==> src/rtl/arb_rr_4.sv <==
// -----------------------------------------------------------------------------
// arb_rr_4 -- four-requester round-robin arbiter
//
// Decides which of four clients owns a shared resource. The grant is
// registered and is presented both as a one-hot vector and as the
// enable/select pair of an external 2-to-4 one-hot decoder. Priority
// rotates past every winner so that no requester starves.
//
// Optional feature (compile-time macro ARB_RR_HOLD_LIMIT_EN):
//   When defined, a grant is force-released after HOLD_MAX consecutive
//   cycles and `preempt` pulses for one cycle. When undefined there is no
//   hold counter, a grant lasts as long as the owner's request, and
//   `preempt` is tied low.
//
// Parameters:
//   HOLD_MAX  maximum consecutive grant cycles with the hold limit (2..255)
//
// Ports:
//   clk      in   system clock, rising-edge active
//   reset_n  in   asynchronous active-low reset
//   req      in   [3:0] level-sensitive request vector, bit i = requester i
//   gnt      out  [3:0] registered one-hot grant, zero when idle
//   gnt_idx  out  [1:0] registered owner index (decoder select)
//   gnt_vld  out  registered grant-active flag (decoder enable)
//   preempt  out  registered one-cycle pulse on a forced release
// -----------------------------------------------------------------------------
module arb_rr_4 #(
    parameter int unsigned HOLD_MAX = 8
) (
    input  logic       clk,
    input  logic       reset_n,
    input  logic [3:0] req,
    output logic [3:0] gnt,
    output logic [1:0] gnt_idx,
    output logic       gnt_vld,
    output logic       preempt
);

    // Reject an out-of-range hold limit at elaboration time.
    if (HOLD_MAX < 2 || HOLD_MAX > 255) begin : g_bad_hold_max
        $error("arb_rr_4: HOLD_MAX must be in 2..255");
    end

    typedef enum logic {
        IDLE  = 1'b0,
        GRANT = 1'b1
    } state_t;

    state_t     state_q,   state_d;
    logic [1:0] ptr_q,     ptr_d;
    logic [3:0] gnt_q,     gnt_d;
    logic [1:0] gnt_idx_q, gnt_idx_d;
    logic       gnt_vld_q, gnt_vld_d;
    logic       preempt_q, preempt_d;
`ifdef ARB_RR_HOLD_LIMIT_EN
    logic [7:0] cnt_q,     cnt_d;
`endif

    // Winner selection: first set request scanning ptr, ptr+1, ptr+2, ptr+3.
    // Iterating from the farthest offset down lets the nearest one win.
    logic [1:0] win;
    always_comb begin
        win = ptr_q;
        for (int i = 3; i >= 0; i--) begin
            if (req[ptr_q + 2'(i)]) begin
                win = ptr_q + 2'(i);
            end
        end
    end

    always_comb begin
        state_d   = state_q;
        ptr_d     = ptr_q;
        gnt_d     = gnt_q;
        gnt_idx_d = gnt_idx_q;
        gnt_vld_d = gnt_vld_q;
        preempt_d = 1'b0;
`ifdef ARB_RR_HOLD_LIMIT_EN
        cnt_d     = cnt_q;
`endif
        case (state_q)
            IDLE: begin
                if (|req) begin
                    gnt_d     = 4'b0001 << win;
                    gnt_idx_d = win;
                    gnt_vld_d = 1'b1;
                    ptr_d     = win + 2'd1;
`ifdef ARB_RR_HOLD_LIMIT_EN
                    cnt_d     = 8'd1;
`endif
                    state_d   = GRANT;
                end
            end
            GRANT: begin
                if (!req[gnt_idx_q]) begin
                    // Voluntary release; gnt_idx keeps the last owner.
                    gnt_d     = 4'b0000;
                    gnt_vld_d = 1'b0;
                    state_d   = IDLE;
                end
`ifdef ARB_RR_HOLD_LIMIT_EN
                else if (cnt_q == 8'(HOLD_MAX)) begin
                    // Owner still requesting but has used its budget.
                    gnt_d     = 4'b0000;
                    gnt_vld_d = 1'b0;
                    preempt_d = 1'b1;
                    state_d   = IDLE;
                end else begin
                    cnt_d = cnt_q + 8'd1;
                end
`endif
            end
            default: begin
                state_d   = IDLE;
                gnt_d     = 4'b0000;
                gnt_vld_d = 1'b0;
            end
        endcase
    end

    always_ff @(posedge clk or negedge reset_n) begin
        if (!reset_n) begin
            state_q   <= IDLE;
            ptr_q     <= 2'b00;
            gnt_q     <= 4'b0000;
            gnt_idx_q <= 2'b00;
            gnt_vld_q <= 1'b0;
            preempt_q <= 1'b0;
`ifdef ARB_RR_HOLD_LIMIT_EN
            cnt_q     <= 8'd0;
`endif
        end else begin
            state_q   <= state_d;
            ptr_q     <= ptr_d;
            gnt_q     <= gnt_d;
            gnt_idx_q <= gnt_idx_d;
            gnt_vld_q <= gnt_vld_d;
            preempt_q <= preempt_d;
`ifdef ARB_RR_HOLD_LIMIT_EN
            cnt_q     <= cnt_d;
`endif
        end
    end

    assign gnt     = gnt_q;
    assign gnt_idx = gnt_idx_q;
    assign gnt_vld = gnt_vld_q;
`ifdef ARB_RR_HOLD_LIMIT_EN
    assign preempt = preempt_q;
`else
    assign preempt = 1'b0;
`endif

`ifndef ARB_RR_HOLD_LIMIT_EN
    // preempt_q only exists to keep both builds structurally alike.
    logic unused_preempt;
    assign unused_preempt = preempt_q;
`endif

endmodule

==> config.mk <==
export PLATFORM = sky130hd
export DESIGN_NAME = arb_rr_4
export DESIGN_NICKNAME = d
export VERILOG_FILES = /design/src/rtl/arb_rr_4.sv
export SDC_FILE = /design/constraint.sdc
export NUM_CORES = 1
export LEC_CHECK = 0
export CELL_PAD_IN_SITES_DETAIL_PLACEMENT = 0
export CELL_PAD_IN_SITES_GLOBAL_PLACEMENT = 2
export CORE_MARGIN = 2
export CORE_UTILIZATION = 29
export DETAILED_ROUTE_END_ITERATION = 10
export GPL_ROUTABILITY_DRIVEN = 0
export PLACE_DENSITY = 0.81
export RECOVER_POWER = 50
export SLEW_MARGIN = 10
export SYNTH_ARGS = -nofsm -noshare
export SYNTH_HDL_FRONTEND = slang
export SYNTH_SLANG_ARGS = --single-unit
==> constraint.sdc <==
create_clock -name clk -period 1.4 [get_ports clk]
set_input_delay 0.42 -clock clk [delete_from_list [all_inputs] [get_ports clk]]
set_output_delay 0.42 -clock clk [all_outputs]
set_load 0.01 [all_outputs]
==> flow_metrics.py <==
metrics = {
    "route": {
        "via_per_inst": 5.09,
        "wire_per_inst_um": 12.4,
        "wl_um": 1650,
        "postRouteAntennaNets": 0,
        "drt_iter0_markers": 15,
        "drt_pre_antenna_iters": 4,
        "vias": 677,
        "drc": 0,
    },
    "placement": {
        "io_buffers": 12,
        "hpwl_um": 1270,
        "placed_area_um2": 903,
        "dpl_worst_slack_ps": -650,
    },
    "global_routing": {
        "antenna_found_initial": 0,
        "grt_start_max_net_pins": 11,
        "track_usage_pct": 14.5,
        "grt_pass1_wl_um": 2930,
        "grt_pass1_vias": 685,
        "grt-ovfl-total": 0,
    },
    "clock_tree": {
        "cts_tree": "done",
        "clk_latency_ps": 260,
        "htreeDepth": 1,
        "cts_buffer_depth": 2,
        "clock-root-buffer": "clkbuf_4",
        "ctsHoldBuffers": 0,
        "cts_buffers": 3,
        "cts.sinks": 10,
        "path_clk_slew_ps": 60,
    },
    "critical_path": {
        "worstReg2RegStart": "gnt_idx[1]$_DFFE_PN0P_",
        "start_kind": "primary input",
        "crit_start": "req[3]",
        "timing.critical_path.to_type": "register",
        "cp.required_ps": 1550,
        "worst-path-max-fanout": 7,
        "worstSetupPathType": "primary input to register",
        "critPathArrivalTime_ps": 1580,
    },
    "floorplanning": {
        "ios": 14,
        "initial_core_util_pct": 30.4,
        "core_um2": 2190,
        "rows": 17,
        "die_x_um": 52.0,
        "die_height_um": 52.0,
        "dieArea_um2": 2700,
    },
    "pwr": {
        "intPower_uw": 1130,
        "ir_drop_v": 0.00116,
        "switching_share_pct": 38.9,
        "p_leak_uw": 0.000470,
        "seq_power_share_pct": 33.2,
        "p_sw_uw": 724,
        "fin_total_pwr_uw": 1860,
        "clock_power_share_pct": 13.6,
        "comb_power_share_pct": 53.2,
        "power_density_nw_per_um2": 1910,
    },
    "min_path": {
        "hold_class": "register to register",
        "hold_start": "gnt_vld$_DFFE_PN0P_",
    },
    "synthesis": {
        "syn-cell-area_um2": 667,
        "syn-num-nets": 80,
        "ys_warn_count": 0,
        "synth_seq_cells": 10,
        "netlist_instances": 74,
        "yosysSeqAreaShare_pct": 37.5,
        "syn_area_per_cell_um2": 9.01,
        "synth.distinct_cells": 35,
    },
    "cells_and_area": {
        "layout_common_cells": "buf_4, dfrtp_1, nor2_1",
        "drive_above_1_share_pct": 33.3,
        "final_area_um2": 972,
        "fillCellCount": 233,
        "n_antenna_cell": 0,
        "final_common_cell": "buf_4",
        "area_delta_synth_final_pct": 45.8,
        "nets": 112,
    },
    "sta": {
        "finalHoldViolations": 0,
        "maxSlewHeadroom_pct": 63.5,
        "rsz0062_at_grt": "yes",
        "drv_slew": 0,
        "fin_ws_ps": -24.1,
        "fmax_mhz": 702,
        "setup_viol": 1,
        "fin_crit_sh_pct": 102,
        "fin_crit_ps": 1420,
        "tightest_slew_ps": 547,
        "clock_skew_ps": 1.33,
    },
    "outcome": {
        "violations": "negative setup slack",
        "status": "complete, but fails checks",
    },
    "run": {
        "max_cap_viol_count": 0,
    },
}
==> registers in the layout (all words and copies together), names as in the netlist <==
name,flops
gnt,4
gnt_idx,2
gnt_vld,1
ptr_q,2
state_q,1
==> synthesized netlist by cell type, drive strengths merged <==
| cell | n | area share [%] |
|---|---|---|
| a2111o | 1 | 1.7 |
| a211oi | 1 | 1.1 |
| a21o | 2 | 2.3 |
| a21oi | 4 | 3.0 |
| a22oi | 1 | 1.1 |
| a31o | 1 | 1.3 |
| a31oi | 2 | 1.9 |
| and3b | 2 | 2.6 |
| buf | 4 | 5.3 |
| clkbuf | 1 | 0.56 |
| conb | 1 | 0.56 |
| dfrtp | 10 | 38 |
| inv | 4 | 2.3 |
| mux2 | 1 | 1.7 |
| mux4 | 1 | 3.4 |
| nand2 | 6 | 3.4 |
| nand2b | 1 | 0.94 |
| nand3 | 3 | 3.0 |
| nand3b | 2 | 2.3 |
| nor2 | 7 | 4.3 |
| nor2b | 3 | 2.8 |
| nor3 | 1 | 0.75 |
| nor4 | 1 | 3.2 |
| o211a | 1 | 1.5 |
| o211ai | 1 | 1.1 |
| o21ai | 8 | 6.0 |
| o221ai | 1 | 1.3 |
| o22ai | 1 | 0.94 |
| o311ai | 1 | 1.3 |
| or2 | 1 | 0.94 |
==> routing by layer <==
metal  track usage (%)  share of wire, %
met1              18.6                46
met2              23.4                49
met4              2.63                 0
met5                 0                 0
met3              5.17               4.1
==> worst max-delay path: stages <==
cell             delay [ps]
clkdlybuf4s15_2         250
mux4_2                  590
nand3_2                  90
nand2_1                  50
a31o_1                  180
==> per-stage QoR <==
stage | utilization (%) | instances | setup TNS [ps] | hold WS (ps)
after floorplan | - | 74 | -143 | 124
after global placement | 41.2 | 125 | -5390 | 509
after detailed placement | 41.2 | 125 | -5580 | 513
after CTS | 42.8 | 129 | -47.2 | 444
after global routing | 44.4 | 133 | -354 | 568
final | 44.4 | 133 | -24.1 | 526
==> what timing repair did <==
| item | 4_1_cts | 5_1_grt |
|---|---|---|
| endpoints found under the setup margin | 17 | 15 |
| buffers inserted | 0 | 4 |
| pin swaps | 4 | 2 |
| gates cloned | 0 | 0 |
| gates resized for setup | 18 | 11 |
==> kinds of logic (layout without fill, tap and decap cells) <==
| family | after synthesis | in the layout | synth area share (%) |
|---|---|---|---|
| compound gates | 25 | 25 | 24.6 |
| other cells | 1 | 1 | 0.562 |
| flops | 10 | 10 | 37.5 |
| buf+inv | 9 | 40 | 8.07 |
| mux | 2 | 2 | 5.07 |
| simple gates | 27 | 27 | 24.2 |
==> power by group through the flow <==
| stage | clock [µW] | combinational (µW) | sequential, µW |
|---|---|---|---|
| after global placement | 0 | 941 | 621 |
| after CTS | 264 | 884 | 613 |
| after detailed placement | 0 | 942 | 620 |
| after global routing | 291 | 1100 | 646 |
| final | 253 | 988 | 617 |
| after floorplan | 0 | 492 | 592 |
==> final cells by class <==
cell class              count  area, µm²  area share, %
multi-input cells          55        375           38.6
repair buffers             32        258           26.5
flip-flops and latches     10        253           26.0
clock buffers               4       36.3           3.73
well taps                  28       35.0           3.60
inverters                   4       15.0           1.54
==> worst paths after layout <==
check	end	slack (ps)	depth (start not counted)
min reg2reg	gnt_vld$_DFFE_PN0P_	530	2
max reg2reg	gnt[2]$_DFFE_PN0P_	-10	4
min in group asynchronous	gnt[2]$_DFFE_PN0P_	650	2
min	gnt_vld$_DFFE_PN0P_	530	2
max in group asynchronous	ptr_q[0]$_DFFE_PN0P_	360	2
max	gnt[2]$_DFFE_PN0P_	-20	5
Power figures use the tool's default switching activity.
